File: config.mk
export PLATFORM = sky130hd
export DESIGN_NAME = imem_line_buffer
export DESIGN_NICKNAME = d
export VERILOG_FILES = /design/src/rtl/imem_pkg.sv /design/src/rtl/ibuf_line_ram.sv /design/src/rtl/imem_line_buffer.sv
export SDC_FILE = /design/constraint.sdc
export NUM_CORES = 1
export LEC_CHECK = 0
export CAP_MARGIN = 25
export CORE_AREA = 10 10 247 249
export CTS_BUF_LIST = sky130_fd_sc_hd__clkbuf_16
export DETAILED_ROUTE_END_ITERATION = 7
export DIE_AREA = 0 0 257 259
export GPL_TIMING_DRIVEN = 1
export MAX_ROUTING_LAYER = met4
export PLACE_DENSITY = 0.68
export SLEW_MARGIN = 30
export SYNTH_ARGS = -nofsm -noshare
export SYNTH_HDL_FRONTEND = slang
export SYNTH_SLANG_ARGS = --single-unit
File: constraint.sdc
create_clock -name clk -period 8.3 [get_ports clk]
set_input_delay 0.83 -clock clk [delete_from_list [all_inputs] [get_ports clk]]
set_output_delay 0.83 -clock clk [all_outputs]
set_load 0.005 [all_outputs]
File: src/rtl/imem_pkg.sv
// Shared types for the fetch-side instruction line buffer: FSM states and the
// address split for the default 4-line x 4-word geometry.
package imem_pkg;

    typedef enum logic {
        IDLE   = 1'b0,
        REFILL = 1'b1
    } ibuf_state_t;

    localparam int LINE_WORDS_DEF = 4;
    localparam int NUM_LINES_DEF  = 4;
    localparam int OFFSET_W       = $clog2(LINE_WORDS_DEF);
    localparam int INDEX_W        = (NUM_LINES_DEF > 1) ? $clog2(NUM_LINES_DEF) : 1;
    localparam int TAG_W          = 30 - OFFSET_W - $clog2(NUM_LINES_DEF);

    typedef struct packed {
        logic [TAG_W-1:0]    tag;
        logic [INDEX_W-1:0]  index;
        logic [OFFSET_W-1:0] offset;
        logic [1:0]          byte_sel;
    } ibuf_addr_t;

endpackage

File: src/rtl/ibuf_line_ram.sv
// Line data array: one synchronous write port and one synchronous read port
// whose registered output drives the fetch data bus directly.
module ibuf_line_ram #(
    parameter int DEPTH = 16,
    parameter int AW    = 4
) (
    input  logic          clk,
    input  logic          rst_i,
    input  logic          i_rd_en,
    input  logic [AW-1:0] i_rd_addr,
    output logic [31:0]   o_rd_data,
    input  logic          i_wr_en,
    input  logic [AW-1:0] i_wr_addr,
    input  logic [31:0]   i_wr_data
);

    logic [31:0] r_mem [DEPTH];
    logic [31:0] r_rd_data_p1;

    always_ff @(posedge clk) begin
        if (i_wr_en) begin
            r_mem[i_wr_addr] <= i_wr_data;
        end
    end

    // Stage p1: read data holds whenever no fetch hits
    always_ff @(posedge clk or posedge rst_i) begin
        if (rst_i) begin
            r_rd_data_p1 <= '0;
        end else if (i_rd_en) begin
            r_rd_data_p1 <= r_mem[i_rd_addr];
        end
    end

    assign o_rd_data = r_rd_data_p1;

endmodule

File: src/rtl/imem_line_buffer.sv
// Direct-mapped instruction line buffer with word-by-word refill over req/ack.
// Optional FENCE.I support (flush_i port) is enabled by defining IMEM_FLUSH_EN.
module imem_line_buffer
    import imem_pkg::*;
#(
    parameter int LINE_WORDS = 4,
    parameter int NUM_LINES  = 4
) (
    input  logic        clk,
    input  logic        rst_i,
    input  logic [31:0] imem_addr_i,
    input  logic        imem_rd_en_i,
`ifdef IMEM_FLUSH_EN
    input  logic        flush_i,
`endif
    output logic [31:0] imem_rdata_o,
    output logic        imem_valid_o,
    output logic        imem_stall_o,
    output logic        mem_req_o,
    output logic [31:0] mem_addr_o,
    input  logic        mem_ack_i,
    input  logic [31:0] mem_rdata_i
);

    localparam int OFF_W    = $clog2(LINE_WORDS);
    localparam int IDX_BITS = $clog2(NUM_LINES);
    localparam int IDX_W    = (IDX_BITS > 0) ? IDX_BITS : 1;
    localparam int TAGW     = 30 - OFF_W - IDX_BITS;
    localparam int RAM_AW   = OFF_W + IDX_BITS;
    localparam logic [OFF_W-1:0] LAST_BEAT = OFF_W'(LINE_WORDS - 1);

    ibuf_state_t           r_state;
    logic [NUM_LINES-1:0]  r_valid;
    logic [TAGW-1:0]       r_tag [NUM_LINES];
    logic [OFF_W-1:0]      r_beat;
    logic [IDX_W-1:0]      r_fill_idx;
    logic [TAGW-1:0]       r_fill_tag;
    logic                  r_flush_pend;
    logic                  r_mem_req;
    logic [31:0]           r_mem_addr;
    logic                  r_vld_p1;

    logic [OFF_W-1:0]      w_offset;
    logic [IDX_W-1:0]      w_index;
    logic [TAGW-1:0]       w_tag;
    logic [RAM_AW-1:0]     w_rd_addr;
    logic [RAM_AW-1:0]     w_wr_addr;
    logic                  w_flush;
    logic                  w_hit;
    logic                  w_miss;
    logic                  w_fill_wr;
    logic                  w_fill_done;
    logic                  w_unused;

`ifdef IMEM_FLUSH_EN
    assign w_flush = flush_i;
`else
    assign w_flush = 1'b0;
`endif

    assign w_offset = imem_addr_i[OFF_W+1:2];
    assign w_tag    = imem_addr_i[31 -: TAGW];
    assign w_unused = ^imem_addr_i[1:0];

    generate
        if (IDX_BITS > 0) begin : g_idx
            assign w_index   = imem_addr_i[OFF_W+2 +: IDX_BITS];
            assign w_rd_addr = {w_index, w_offset};
            assign w_wr_addr = {r_fill_idx, r_beat};
        end else begin : g_noidx
            assign w_index   = '0;
            assign w_rd_addr = w_offset;
            assign w_wr_addr = r_beat;
        end
    endgenerate

    // A flush in the same cycle as a request forces that request down the miss path
    assign w_hit = imem_rd_en_i && (r_state == IDLE) && !w_flush
                 && r_valid[w_index] && (r_tag[w_index] == w_tag);
    assign w_miss      = imem_rd_en_i && (r_state == IDLE) && !w_hit;
    assign w_fill_wr   = (r_state == REFILL) && mem_ack_i;
    assign w_fill_done = w_fill_wr && (r_beat == LAST_BEAT);

    assign imem_stall_o = !rst_i && ((r_state == REFILL) || w_miss);
    assign imem_valid_o = r_vld_p1;
    assign mem_req_o    = r_mem_req;
    assign mem_addr_o   = r_mem_addr;

    always_ff @(posedge clk or posedge rst_i) begin
        if (rst_i) begin
            r_state      <= IDLE;
            r_valid      <= '0;
            r_beat       <= '0;
            r_flush_pend <= 1'b0;
            r_mem_req    <= 1'b0;
            r_mem_addr   <= '0;
            r_vld_p1     <= 1'b0;
        end else begin
            r_vld_p1 <= w_hit;
            case (r_state)
                IDLE: begin
                    if (w_flush) begin
                        r_valid <= '0;
                    end
                    if (w_miss) begin
                        r_valid[w_index] <= 1'b0;
                        r_beat           <= '0;
                        r_flush_pend     <= 1'b0;
                        r_mem_req        <= 1'b1;
                        r_mem_addr       <= {imem_addr_i[31:OFF_W+2], {OFF_W{1'b0}}, 2'b00};
                        r_state          <= REFILL;
                    end
                end
                REFILL: begin
                    if (w_flush) begin
                        r_flush_pend <= 1'b1;
                    end
                    if (w_fill_done) begin
                        r_mem_req <= 1'b0;
                        r_state   <= IDLE;
                        if (r_flush_pend || w_flush) begin
                            r_valid <= '0;
                        end else begin
                            r_valid[r_fill_idx] <= 1'b1;
                        end
                    end else if (w_fill_wr) begin
                        r_beat     <= r_beat + 1'b1;
                        r_mem_addr <= r_mem_addr + 32'd4;
                    end
                end
                default: r_state <= IDLE;
            endcase
        end
    end

    always_ff @(posedge clk) begin
        if (w_miss) begin
            r_fill_idx <= w_index;
            r_fill_tag <= w_tag;
        end
        if (w_fill_done) begin
            r_tag[r_fill_idx] <= r_fill_tag;
        end
    end

    ibuf_line_ram #(
        .DEPTH (LINE_WORDS * NUM_LINES),
        .AW    (RAM_AW)
    ) u_ram (
        .clk       (clk),
        .rst_i     (rst_i),
        .i_rd_en   (w_hit),
        .i_rd_addr (w_rd_addr),
        .o_rd_data (imem_rdata_o),
        .i_wr_en   (w_fill_wr),
        .i_wr_addr (w_wr_addr),
        .i_wr_data (mem_rdata_i)
    );

endmodule

==> run metrics <==
Flop pwr share=52.0%; Worst-Skew Late Latency=0.60 ns; EDFF count, synth=644; Setup-failing EPs final=0; hold_ws=just under 0.5 ns; hold crit path type=register to register; Die X=257 um; multi-input logic area=6500 sq um; Pint=6410 uW; Syn-to-layout area delta=16.5%; worst r2r src=r_state; CP arrival=approximately 4.4 ns; # IOs=135; Post-route DRC=0; clk root buf=clkbuf_16; Synth warnings=0; DRT Pass-1 Iters=5; post-DP HPWL=32.7 mm; # fillers=just over 4000; final period utilization=around 63%; post-synthesis adder-cell area fraction=less than 1%; RR Endpoint=mem_addr_o[18]; Die Area=66600 sq um; largest family of logic cells by synthesized area=multiplexers; layout net count=between 1500 and 2000; largest net degree at the start of global routing=71; layout cells sized above 1=24.0%; mapped cell area=27800 sq um; first-pass GRT wire length=92.4 mm; register area share after synthesis=75.9%; Sum Neg Setup Slack=0 ns; hold path depth=1; storage element area=21100 sq um; Routed WL=61.5 mm; vias in the first global route=14207; # clock sinks=715; initial detailed-routing violation count=approximately 1300; Synth Area in Simple Gates=2.58%; Final Wtd Congestion=0.879; TritonCTS clock tree=built; Initial Utilization=49.7%; Cell variety after synth=67; clock share of power=36.8%; CP max FO=between 40 and 50; post-synthesis xor/xnor area fraction=0.598%; H-tree depth=3; core area=56000 sq um; kind of critical path=input port to primary output; Power Density=259 nW/um^2; Max clock buf depth=3; outcome=finished, final reports clean; worst reg-to-reg setup slack=5.05 ns; Util after Layout=57.9%; mux contribution to synthesized area=about 17%; cell leakage power=~0.011 uW; Final min period=5.26 ns; gr usage total=19.1%; CTS hold repair buffers=0; Fmax=190 MHz; Req. time, crit path=7.47 ns; Max-cap violations=0; row count=between 80 and 90; Post-CTS Setup Inserts=0; most common cell after layout, fill and taps aside=edfxtp_1; Congestion Overflow GR=0; Vias=approximately 14000; Syn Area/Cell=21.5 sq um; routed len/inst=between 20 and 30 um; most frequent cells in the layout=edfxtp_1 (644), mux4_2 (179), clkdlybuf4s50_1 (126), clkbuf_16 (73), dfrtp_1 (71); vias per cell=5.95; worst hold start=u_ram.o_rd_data[23]; critical path startpoint=imem_addr_i[5]; Synth Flop Type=edfxtp_1; switching share of total power=23.6%; R2R cell count=10; compound-gate portion of the synthesized area=2.71%; number of synthesized register bits=~700; Logic pwr share=approximately 11%; crit start category=input port; Switch Pwr=1980 uW; clk slew on worst S/H paths=~0.06 ns; final hold viol count=0; slew at the pin closest to its max-slew limit=0.898 ns; initial antenna violation count=5; Syn Inst Count=between 1000 and 1500; post-CTS sizing=0; number of nets with antenna violations after routing=0; Worst Skew=between 0.02 and 0.025 ns; headroom to the max-slew limit=40.2%; CTS Buf Count=72; crit end category=primary output; port bufs=130; Worst VDD drop=approximately 0.0002 V; WHS Endpoint=u_ram.o_rd_data[23]; max-slew violation count=0; post-synthesis async set-or-reset flop share=9.93%; Die Y=between 200 and 300 um; RSZ-0062 raised after global routing=false
==> sequential cells by signal (all words and copies together) (netlist names) <==
register         count
r_beat               2
imem_valid_o         1
mem_addr_o          30
r_tag              104
u_ram.o_rd_data     32
r_valid              4
r_state              1
u_ram.r_mem        512
mem_req_o            1
r_fill_tag          26
r_fill_idx           2
==> area by class of cell <==
cell class	instances	share of cell area, %
Tap cell	756	2.92
Inverter	13	0.154
Multi-Input combinational cell	504	20.0
Sequential cell	715	65.1
Timing Repair Buffer	162	4.82
Antenna cell	5	0.0386
Clock inverter	56	1.25
Clock buffer	73	5.64
==> stage by stage <==
stage          cell area [sq um]  setup WS [ns]  power (uW)  instances
2_1_floorplan              27800           4.44        4910       1294
3_3_place_gp               30100           2.97        5350       2149
3_5_place_dp               30100           2.98        5380       2149
4_1_cts                    32400           2.96        8460       2278
5_1_grt                    32400           2.83        8710       2284
6_report                   32400           3.04        8390       2284
==> power groups by stage <==
| stage | logic (uW) | registers, uW | clock network [uW] |
|---|---|---|---|
| detailed placement | 952 | 4430 | 0 |
| global placement | 936 | 4410 | 0 |
| finish | 944 | 4360 | 3080 |
| floorplan | 519 | 4390 | 0 |
| global route | 1020 | 4380 | 3300 |
| CTS | 956 | 4360 | 3150 |
==> worst max-delay path by stage <==
stage	endpoint	cells past startpoint
after floorplan	r_valid[0]	3
after global placement	imem_stall_o	10
after detailed placement	imem_stall_o	10
after CTS	imem_stall_o	10
after global routing	imem_stall_o	10
final	imem_stall_o	9
==> synthesized netlist by cell type, drive strengths merged, types with 9 or more instances <==
cell type  instances  area, sq um
mux2i             21          210
dfrtp             71         1780
clkbuf            30          113
nor3              16         80.1
a21oi             14         73.8
nand3             14         70.1
mux2              37          417
buf               32          174
nand2             32          120
nand4             14         93.8
and3               9         56.3
o21ai             21          105
xnor2             16          140
o221a             10          113
edfxtp           644        19300
nor2              31          116
inv               12         45.0
mux4             179         4030
==> logic make-up after synthesis <==
| family | count (synthesis) |
|---|---|
| flops | 715 |
| mux | 237 |
| simple gates | 140 |
| compound gates | 101 |
| buf+inv | 75 |
| xor+xnor | 19 |
| fa+ha+maj | 5 |
| other cells | 1 |
==> worst max-delay path: stages <==
cell and delay, ns:
buf_4 0.58, buf_4 0.65, mux2i_1 0.21, a221o_1 0.39
o41ai_2 0.46, nand4_4 0.41, a21oi_1 0.27, nor2_1 0.06
clkdlybuf4s50_1 0.45
==> metal layers <==
metal	vias up	GRT usage, %	part of all wire [%]
met5	-	-	0
met4	0	5.28	1.8
met3	80	3.31	6.0
met2	460	29.9	49
met1	7248	25.6	43
li1	5802	-	-
Note: power is estimated with default switching activity, not from simulation.
